File: src/rtl/keymap_pkg.sv
// Shared definitions for the WASDE key-mapping learner: slot count, index
// width, logical slot names, FSM state type and the power-up identity table.
package keymap_pkg;

   localparam int unsigned N_KEYS    = 5;
   localparam int unsigned KEY_IDX_W = 3;

   // Logical slot indices, in learn order
   localparam logic [KEY_IDX_W-1:0] KEY_W = 3'd0;
   localparam logic [KEY_IDX_W-1:0] KEY_A = 3'd1;
   localparam logic [KEY_IDX_W-1:0] KEY_S = 3'd2;
   localparam logic [KEY_IDX_W-1:0] KEY_D = 3'd3;
   localparam logic [KEY_IDX_W-1:0] KEY_E = 3'd4;

   typedef enum logic [1:0] {
      ST_IDLE,
      ST_WAIT_REL,
      ST_LEARN,
      ST_COMMIT
   } state_t;

   // Slot i bound to physical button i
   function automatic logic [N_KEYS*KEY_IDX_W-1:0] identity_map();
      identity_map = '0;
      for (int unsigned i = 0; i < N_KEYS; i++) begin
         identity_map[i*KEY_IDX_W +: KEY_IDX_W] = KEY_IDX_W'(i);
      end
   endfunction

   localparam logic [N_KEYS*KEY_IDX_W-1:0] IDENTITY_MAP = identity_map();

endpackage

File: src/rtl/key_debounce.sv
// Per-button input conditioning: 2-flop synchroniser, stability counter and
// rising-edge detect on the accepted (stable) level.
module key_debounce #(
   parameter int unsigned DEBOUNCE_CYCLES = 200000
) (
   input  logic clk,
   input  logic rst_n,
   input  logic key,
   output logic stable,
   output logic press
);

   localparam int unsigned CNT_W = $clog2(DEBOUNCE_CYCLES + 1);

   logic             sync1;
   logic             sync2;
   logic [CNT_W-1:0] cnt;

   // Synchronise, count cycles the synced level disagrees with the stable level, flip when long enough
   always_ff @(posedge clk or negedge rst_n) begin
      if (!rst_n) begin
         sync1  <= 1'b0;
         sync2  <= 1'b0;
         cnt    <= '0;
         stable <= 1'b0;
         press  <= 1'b0;
      end else begin
         sync1 <= key;
         sync2 <= sync1;
         press <= 1'b0;
         if (sync2 != stable) begin
            if (cnt == CNT_W'(DEBOUNCE_CYCLES - 1)) begin
               stable <= sync2;
               cnt    <= '0;
               press  <= sync2;
            end else begin
               cnt <= cnt + 1'b1;
            end
         end else begin
            cnt <= '0;
         end
      end
   end

endmodule

File: src/rtl/keymap_learner.sv
// Writer side of the WASDE key-mapping table. A learn session binds one
// physical button per logical slot and commits the whole table at once.
// Optional session timeout enabled by defining KEYMAP_TIMEOUT_EN.
module keymap_learner
   import keymap_pkg::*;
#(
   parameter int unsigned DEBOUNCE_CYCLES = 200000
`ifdef KEYMAP_TIMEOUT_EN
   ,
   parameter int unsigned TIMEOUT_CYCLES  = 500000000
`endif
) (
   input  logic                          clk,
   input  logic                          rst_n,
   input  logic [N_KEYS-1:0]             key_i,
   input  logic                          start_i,
   input  logic                          abort_i,
   output logic [N_KEYS*KEY_IDX_W-1:0]   map_o,
   output logic [KEY_IDX_W-1:0]          slot_o,
   output logic                          busy_o,
   output logic                          done_o,
   output logic                          err_o,
   output logic                          timeout_o
);

   state_t                              state;
   logic [N_KEYS-1:0][KEY_IDX_W-1:0]    shadow;
   logic [N_KEYS-1:0]                   stable;
   logic [N_KEYS-1:0]                   press;
   logic [KEY_IDX_W-1:0]                n_press;
   logic [KEY_IDX_W-1:0]                press_idx;
   logic                                dup;
   logic                                accept;
   logic                                active;
   logic                                tmo_hit;

   for (genvar g = 0; g < N_KEYS; g++) begin : g_deb
      key_debounce #(
         .DEBOUNCE_CYCLES(DEBOUNCE_CYCLES)
      ) u_deb (
         .clk    (clk),
         .rst_n  (rst_n),
         .key    (key_i[g]),
         .stable (stable[g]),
         .press  (press[g])
      );
   end

   // Count press events, find the pressed key and check it against slots already learned
   always_comb begin
      n_press   = '0;
      press_idx = '0;
      dup       = 1'b0;
      for (int unsigned i = 0; i < N_KEYS; i++) begin
         if (press[i]) begin
            n_press   = n_press + 1'b1;
            press_idx = KEY_IDX_W'(i);
         end
      end
      for (int unsigned i = 0; i < N_KEYS; i++) begin
         if ((KEY_IDX_W'(i) < slot_o) && (shadow[i] == press_idx)) begin
            dup = 1'b1;
         end
      end
      accept = (state == ST_LEARN) && (n_press == KEY_IDX_W'(1)) && !dup;
      active = (state == ST_WAIT_REL) || (state == ST_LEARN);
   end

`ifdef KEYMAP_TIMEOUT_EN
   logic [31:0] tcnt;

   // Idle-cycle counter: runs only inside a session, restarts on every accepted key
   always_ff @(posedge clk or negedge rst_n) begin
      if (!rst_n) begin
         tcnt <= '0;
      end else if (active && !accept) begin
         tcnt <= tcnt + 1'b1;
      end else begin
         tcnt <= '0;
      end
   end

   assign tmo_hit = active && !accept && (tcnt == 32'(TIMEOUT_CYCLES - 1));
`else
   assign tmo_hit   = 1'b0;
   assign timeout_o = 1'b0;
`endif

   // Session FSM: shadow table fill, duplicate rejection and atomic commit
   always_ff @(posedge clk or negedge rst_n) begin
      if (!rst_n) begin
         state     <= ST_IDLE;
         shadow    <= IDENTITY_MAP;
         map_o     <= IDENTITY_MAP;
         slot_o    <= '0;
         busy_o    <= 1'b0;
         done_o    <= 1'b0;
         err_o     <= 1'b0;
`ifdef KEYMAP_TIMEOUT_EN
         timeout_o <= 1'b0;
`endif
      end else begin
         done_o    <= 1'b0;
         err_o     <= 1'b0;
`ifdef KEYMAP_TIMEOUT_EN
         timeout_o <= 1'b0;
`endif
         if ((state != ST_IDLE) && abort_i) begin
            state  <= ST_IDLE;
            busy_o <= 1'b0;
            slot_o <= '0;
         end else if (tmo_hit) begin
            state     <= ST_IDLE;
            busy_o    <= 1'b0;
            slot_o    <= '0;
`ifdef KEYMAP_TIMEOUT_EN
            timeout_o <= 1'b1;
`endif
         end else begin
            case (state)
               ST_IDLE: begin
                  if (start_i && !abort_i) begin
                     shadow <= map_o;
                     slot_o <= '0;
                     busy_o <= 1'b1;
                     state  <= ST_WAIT_REL;
                  end
               end
               ST_WAIT_REL: begin
                  if (stable == '0) begin
                     state <= ST_LEARN;
                  end
               end
               ST_LEARN: begin
                  if (n_press > KEY_IDX_W'(1)) begin
                     err_o <= 1'b1;
                  end else if (n_press == KEY_IDX_W'(1)) begin
                     if (dup) begin
                        err_o <= 1'b1;
                     end else begin
                        shadow[slot_o] <= press_idx;
                        if (slot_o == KEY_E) begin
                           state <= ST_COMMIT;
                        end else begin
                           slot_o <= slot_o + 1'b1;
                           state  <= ST_WAIT_REL;
                        end
                     end
                  end
               end
               ST_COMMIT: begin
                  map_o  <= shadow;
                  done_o <= 1'b1;
                  busy_o <= 1'b0;
                  slot_o <= '0;
                  state  <= ST_IDLE;
               end
               default: state <= ST_IDLE;
            endcase
         end
      end
   end

endmodule

File: config.mk
export PLATFORM = sky130hd
export DESIGN_NAME = keymap_learner
export DESIGN_NICKNAME = d
export VERILOG_FILES = /design/src/rtl/keymap_pkg.sv /design/src/rtl/key_debounce.sv /design/src/rtl/keymap_learner.sv
export SDC_FILE = /design/constraint.sdc
export NUM_CORES = 1
export LEC_CHECK = 0
export ABC_AREA = 1
export BUFFER_PORTS_ARGS = -buffer_cell sky130_fd_sc_hd__buf_2
export CAP_MARGIN = 25
export CORE_ASPECT_RATIO = 1.1
export CORE_MARGIN = 2
export CORE_UTILIZATION = 50
export DETAILED_ROUTE_END_ITERATION = 10
export GPL_ROUTABILITY_DRIVEN = 1
export PLACE_DENSITY = 0.79
export REMOVE_ABC_BUFFERS = 1
export SETUP_SLACK_MARGIN = 0.4
export SYNTH_ARGS = -nofsm -noshare
export SYNTH_HDL_FRONTEND = slang
export SYNTH_SLANG_ARGS = --single-unit
File: constraint.sdc
create_clock -name clk -period 3.25 [get_ports clk]
set_input_delay 0.1625 -clock clk [delete_from_list [all_inputs] [get_ports clk]]
set_output_delay 0.1625 -clock clk [all_outputs]
set_load 0.02 [all_outputs]
Yosys cells after proc, flatten, opt, wreduce, memory -nomap -nowiden
Cells that the tools add are included.
W data, S select, Z words.
{ "totals": {"out_inout_bits": 22, "elab_cells": 177, "regBits": 148} }
{ "op_classes": {"n_eq_ne": 30, "n_lt_le_gt_ge": 8, "n_addsub": 10, "n_reduce_logical": 25, "mux": 67, "bitwise_logic": 1} }
{ "ops": {"columns": ["cell", "n"], "rows": [
  ["$mux W18", 10],
  ["$add A18 B1 Y18 const B", 5],
  ["$eq A18 B18 Y1 const B", 5],
  ["$mux W15", 4],
  ["$mux W3", 12],
  ["$pmux W15 S2", 1],
  ["$mux W1", 26],
  ["$mux W2", 9],
  ["$add A3 B1 Y3 const B", 5],
  ["$bwmux W15", 1],
  ["$eq A3 B3 Y1", 5],
  ["$reduce_and A2 Y1", 7],
  ["$reduce_and A6 Y1", 2],
  ["$demux W3 S3", 1],
  ["$ne A3 B3 Y1 const B", 3],
  ["$pmux W3 S3", 1],
  ["$logic_and A1 B1 Y1", 8],
  ["$pmux W2 S4", 1],
  ["$lt A1 B3 Y1 const A", 2],
  ["$lt A2 B3 Y1 const A", 2],
  ["$ne A2 B2 Y1 const B", 3],
  ["$ne A3 B1 Y1 const B", 2],
  ["$logic_not A5 Y1", 1],
  ["$ne A1 B1 Y1", 5],
  ["other kinds (18)", 20]
]} }

Longest topological paths before layout
{ "logic_depth": {"word_depth": 16, "ltp_mapped": 22} }

By module
A second synthesis with hierarchy kept.
{ "unflattened": {"hier_cells": 1022, "hier_area_um2": 8419.3} }
{ "by_module_without_submodules": {"columns": ["module", "area_per_inst_um2", "cells_each", "instances", "seq_area_each_um2"], "rows": [
  ["key_debounce", 1186.1, 136, 5, 550.5],
  ["keymap_learner", 2488.6, 342, 1, 963.4]
]} }

Least setup slack after synthesis
Ideal clock, no wire load.
{ "synth_path": {"path_type": "register -> register", "from": "register g_deb[1].u_deb.press", "to": "register shadow[1] in the netlist's numbering", "arrival_ps": 2394, "stages_incl_launch_ff": 23, "path_buffers": 1, "required_ps": 3133, "setup_ps": 117, "path_slack_ps": 739, "cell_sequence": "dfrtp_1 inv_1 ha_1 inv_1 nand2_2 nand2_1 nand2_1 nand3_1 and2_1 ha_1 nand2_1 inv_1 nand3_1 nand2_1 nand2_1 nand2_1 nor2_2 nand3_2 a21oi_2 buf_6 nand3_2 nand2_1 nand2_1"} }
{ "synth_via": {"elab_chain_cells": 13, "word_cells_on_any_way": 32} }
{ "synth_lines": {"columns": ["item", "line_no", "source"], "rows": [
  ["start, declared", "key_debounce.sv:10", "output logic press"],
  ["start signal, assigned", "key_debounce.sv:35", "press <= sync2;"],
  ["parallel branches: the longest is 12 deep, another holds $add A3 B1 Y3", null, null],
  ["$reduce_and A6 Y1 (no line) *", null, null],
  ["end signal, assigned", "keymap_learner.sv:123", "shadow <= map_o;"],
  ["end signal, assigned by index", "keymap_learner.sv:141", "shadow[slot_o] <= press_idx;"],
  ["end, declared", "keymap_learner.sv:27", "logic [N_KEYS-1:0][KEY_IDX_W-1:0] shadow;"]
]} }
Mark *: on every way between the ends.
A chain may end at the register's enable or synchronous reset.

Worst setup path in the final report
{ "layout_path": {"from": "register g_deb[0].u_deb.press", "to": "register shadow[8] in the netlist's numbering"} }
{ "layout_via": {"elab_chain_cells": 12, "word_cells_on_any_way": 14} }
{ "layout_lines": {"columns": ["item", "line_no", "source"], "rows": [
  ["start, declared", "key_debounce.sv:10", null],
  ["start signal, assigned", "key_debounce.sv:35", null],
  ["$mux W1 *", "keymap_learner.sv:55", "if (press[i]) begin"],
  ["$add A3 B1 Y3", "keymap_learner.sv:56", "n_press = n_press + 1'b1;"],
  ["$mux W3 *", "keymap_learner.sv:55", null],
  ["$add A3 B1 Y3", "keymap_learner.sv:56", null],
  ["$mux W3 *", "keymap_learner.sv:55", null],
  ["$add A3 B1 Y3", "keymap_learner.sv:56", null],
  ["$mux W3 *", "keymap_learner.sv:55", null],
  ["$add A3 B1 Y3", "keymap_learner.sv:56", null],
  ["$mux W3 *", "keymap_learner.sv:55", null],
  ["$gt A3 B1 Y1 / $eq A3 B1 Y1 (equally long branches)", "keymap_learner.sv:135, keymap_learner.sv:137", null],
  ["$ne A2 B2 Y1 (no line) / $ne A2 B1 Y1 (equally long branches)", null, null],
  ["$reduce_and A6 Y1 (no line) *", null, null]
]} }
Mark *: on every way between the ends. The rest lies on a longest branch, timed or not.

==> impl_metrics.csv <==
group,metric,value,unit
status,status,"finished clean",
synth,synth_compound_area_share,7.62,%
critical_path,crit_path_end_kind,"register",
flow_run,max_cap_violations,0,
critical_path,rr_worst_depth,22,
critical_path,critPathRequiredTime,3.56,ns
floorplan,ioPinCount,31,
timing,fin_crit_sh,85.9,%
detailed_routing,drt_pass1_iterations,6,
placement,gp_congestion,0.864,
cells_and_area,num-fill-cells,1227,
detailed_routing,totalWireLength,15.5,mm
detailed_routing,via_count,6145,
placement,place_ws,0.362,ns
timing,finalHoldViolations,0,
cells_and_area,diodes,0,
detailed_routing,avgViaCountPerCell,5.31,
synth,netlist.area_leader.share,46.1,%
worst_hold_path,min_path_cells,4,
floorplan,start_util,51.4,%
placement,io_buffers,29,
clocking,cts_buffers,17,
worst_hold_path,hold_path_class,"input port to register",
timing,tightest_slew,0.885,ns
synth,ys_ff_latch,148,
clocking,clock_path_buffers,2,
cells_and_area,seqCellArea,3720,sq um
critical_path,critPathArrivalTime,3.10,ns
timing,period_minus_slack,2.79,ns
global_route,gr-usage-all-layers,20.3,%
floorplan,die_y,132,um
floorplan,core,14600,sq um
clocking,ctsRootBufferMaster,"clkbuf_16",
timing,rsz0062_at_grt,"no",
timing,setup_viol,0,
clocking,tritoncts,"yes",
synth,synth_edf_count,0,
critical_path,start_kind,"register",
detailed_routing,drc,0,
detailed_routing,wire_per_inst,13.4,um
synth,synth_fa_ha_area_share,2.00,%
timing,relSlewSlack,40.9,%
pwr,power_density,574,nW/um^2
synth,yosys.area.top_type,"dfrtp_1",
clocking,clk_pin_slew_worst_paths,0.06,ns
clocking,clkSinkCount,148,
floorplan,fp-row-count,46,
global_route,antenna_found_initial,0,
global_route,grt_pass1_vias,5919,
timing,fin_tns_setup,0,ns
synth,async_flop_share,100,%
synth,synth_area,7490,sq um
global_route,grt_pass1_wl,26.3,mm
timing,fmax,358,MHz
pwr,vdd_drop_max,359,uV
critical_path,reg2reg_slack,0.46,ns
synth,avgSynthCellArea,8.28,sq um
pwr,leakage,4.07,nW
synth,ys.flop_type,"dfrtp_1",
critical_path,crit_fanout,6,
synth,synth_xor_area_share,4.43,%
clocking,insertion_delay,0.42,ns
detailed_routing,ant_nets,0,
global_route,grt_remaining_overflow,0,
cells_and_area,fin_nets,975,
synth,synth.area.top_cells,"dfrtp_1 46%, nand2_1 10%, inv_1 5.7%",
global_route,grt_start_max_net_pins,84,
cells_and_area,final_layout_size_suffix_gt1_share,14.7,%
clocking,htree_levels,4,
detailed_routing,drt_iter0_markers,468,
timing,setup_slack,0.459,ns
floorplan,die_w,121,um
synth,synth_cells,905,
synth,synth_top_family_by_area,"simple AND/OR/NAND/NOR gates",
synth,yosysSeqAreaShare,49.6,%
critical_path,critPathKind,"register to register",
synth,yosysUniqueCellTypes,50,
timing,drv_slew,0,
floorplan,dieArea,16000,sq um
placement,dp_hpwl,10.2,mm
cells_and_area,multiInputGateArea,3350,sq um
synth,yosys.area_share.simple,29.0,%
synth,synth_mux_area_share,0,%
cells_and_area,area_delta_synth_final,15.9,%
timing,final.setup_skew,0.00666,ns
synth,synth_warnings,0,
[power breakdown]
part / total (mW) / switching (mW) / internal, mW
combinational: 0.707 / 0.458 / 0.249
clock: 2.07 / 0.737 / 1.34
sequential: 2.21 / 0.154 / 2.05
[Yosys cell counts, types with 2 or more instances]
master,n
a211oi_1,5
o31ai_1,2
o21ai_1,3
nand3_1,45
nor3_2,7
nand2_2,4
nor3_1,30
buf_6,2
o21a_1,2
dfrtp_1,138
and3_1,3
nor2_1,111
nor2_2,9
buf_2,3
inv_1,113
nor3b_1,6
ha_1,12
o21ai_0,42
inv_2,4
a21oi_1,26
a31oi_1,4
dfstp_2,10
clkinv_1,3
xor2_1,26
nand2_1,200
clkbuf_1,6
nand4_1,32
buf_4,4
nor4_1,10
o22ai_1,5
nand3_2,10
xnor2_1,10
[what timing repair did]
item	4_1_cts	5_1_grt
hold endpoints to repair	77	0
hold buffers	6	0
buffers inserted	1	2
gates cloned	2	0
resized for setup	2	29
pin swaps	0	12
endpoints found under the setup margin	5	20
[sequential cells by signal (all words and copies together), names as in the netlist]
signal / count
slot_o: 3
g_deb.u_deb.stable: 5
state: 2
g_deb.u_deb.sync1: 5
g_deb.u_deb.cnt: 90
busy_o: 1
g_deb.u_deb.press: 5
err_o: 1
done_o: 1
g_deb.u_deb.sync2: 5
map_o: 15
shadow: 15
[kinds of logic (layout without fill, tap and decap cells)]
| family | after synthesis | count (layout) |
|---|---|---|
| adders and majority gates | 12 | 12 |
| and+or+nand+nor | 472 | 472 |
| buffers and inverters | 136 | 196 |
| AOI/OAI and AO/OA | 99 | 99 |
| xor gates and xnor gates | 37 | 37 |
| DFF | 148 | 148 |
| other | 1 | 1 |
[layout by cell type, fill, tap and decap left out, types with 3 or more instances in the layout]
cell type / instances
nor3_1: 30
nand4_1: 32
nor3b_1: 6
ha_1: 9
inv_1: 110
xnor2_1: 10
clkbuf_8: 3
nor4_1: 10
xor2_1: 26
nand3_1: 42
and3_1: 3
nand2_1: 192
nor2_1: 111
o22ai_1: 5
clkinv_2: 3
nor2_2: 8
inv_2: 7
o21ai_1: 3
buf_4: 7
dfrtp_1: 138
nand3_2: 10
nand3_4: 3
ha_4: 3
bufinv_16: 4
nor3_2: 7
clkinv_1: 3
a21oi_1: 25
dlygate4sd3_1: 6
clkbuf_16: 17
buf_2: 29
o21ai_0: 41
nand2_2: 12
a211oi_1: 5
a31oi_1: 4
dfstp_2: 10
[through the flow]
stage          utilization (%)  hold WS (ns)  std cells  area (sq um)  power (mW)
5_1_grt                   59.6         0.213       1157          8680        5.22
3_5_place_dp              53.9         0.266       1116          7840        2.91
3_3_place_gp              53.9         0.259       1116          7840        2.89
4_1_cts                   58.7         0.144       1155          8550        5.01
2_1_floorplan                -        -0.133        890          7400        2.66
6_report                  59.6         0.198       1157          8680        4.99
[critical path: stages, from the launching register on]
cell	delay, ns
dfrtp_1	0.36
inv_2	0.06
ha_4	0.27
inv_1	0.04
nand2_2	0.08
nand2_2	0.07
nand2_2	0.06
nand3_2	0.09
and2_4	0.18
ha_4	0.15
nand2_2	0.07
inv_2	0.04
nand3_2	0.05
nand2_2	0.06
nand2_1	0.08
nand2_2	0.08
nor2_4	0.14
nand3_4	0.11
a21oi_4	0.22
buf_6	0.19
nand3_2	0.10
nand2_1	0.10
nand2_1	0.05
[routing by layer]
layer	up-vias	share of wire (%)	track usage (%)	wire [um]
met1	2891	45	25.7	6910
met2	174	49	33.3	7530
met3	42	4.2	4.20	645
li1	3038	-	-	-
met5	-	0	0	0
met4	0	2.8	9.43	430
[final cells by class]
class / instances / share of cell area, %
clock buffer: 21 / 5.42
clock inverter: 9 / 1.74
inverter: 121 / 5.26
multi-input combinational: 621 / 38.5
sequential: 148 / 42.8
tap: 192 / 2.77
timing repair buffer: 45 / 3.46
[path summary, 6_finish.rpt]
kind                                                   end                           start
min reg2reg                 g_deb[2].u_deb.sync2$_DFF_PN0_  g_deb[2].u_deb.sync1$_DFF_PN0_
min in group asynchronous  g_deb[2].u_deb.cnt[1]$_DFF_PN0_                           rst_n
max reg2reg                          shadow[8]$_DFFE_PN0P_  g_deb[0].u_deb.press$_DFF_PN0_
max                                  shadow[8]$_DFFE_PN0P_  g_deb[0].u_deb.press$_DFF_PN0_
max in group asynchronous            shadow[1]$_DFFE_PN0P_                           rst_n
min                                   state[1]$_DFFE_PN0P_                         abort_i
No activity file was read; power rests on OpenSTA's default activity.
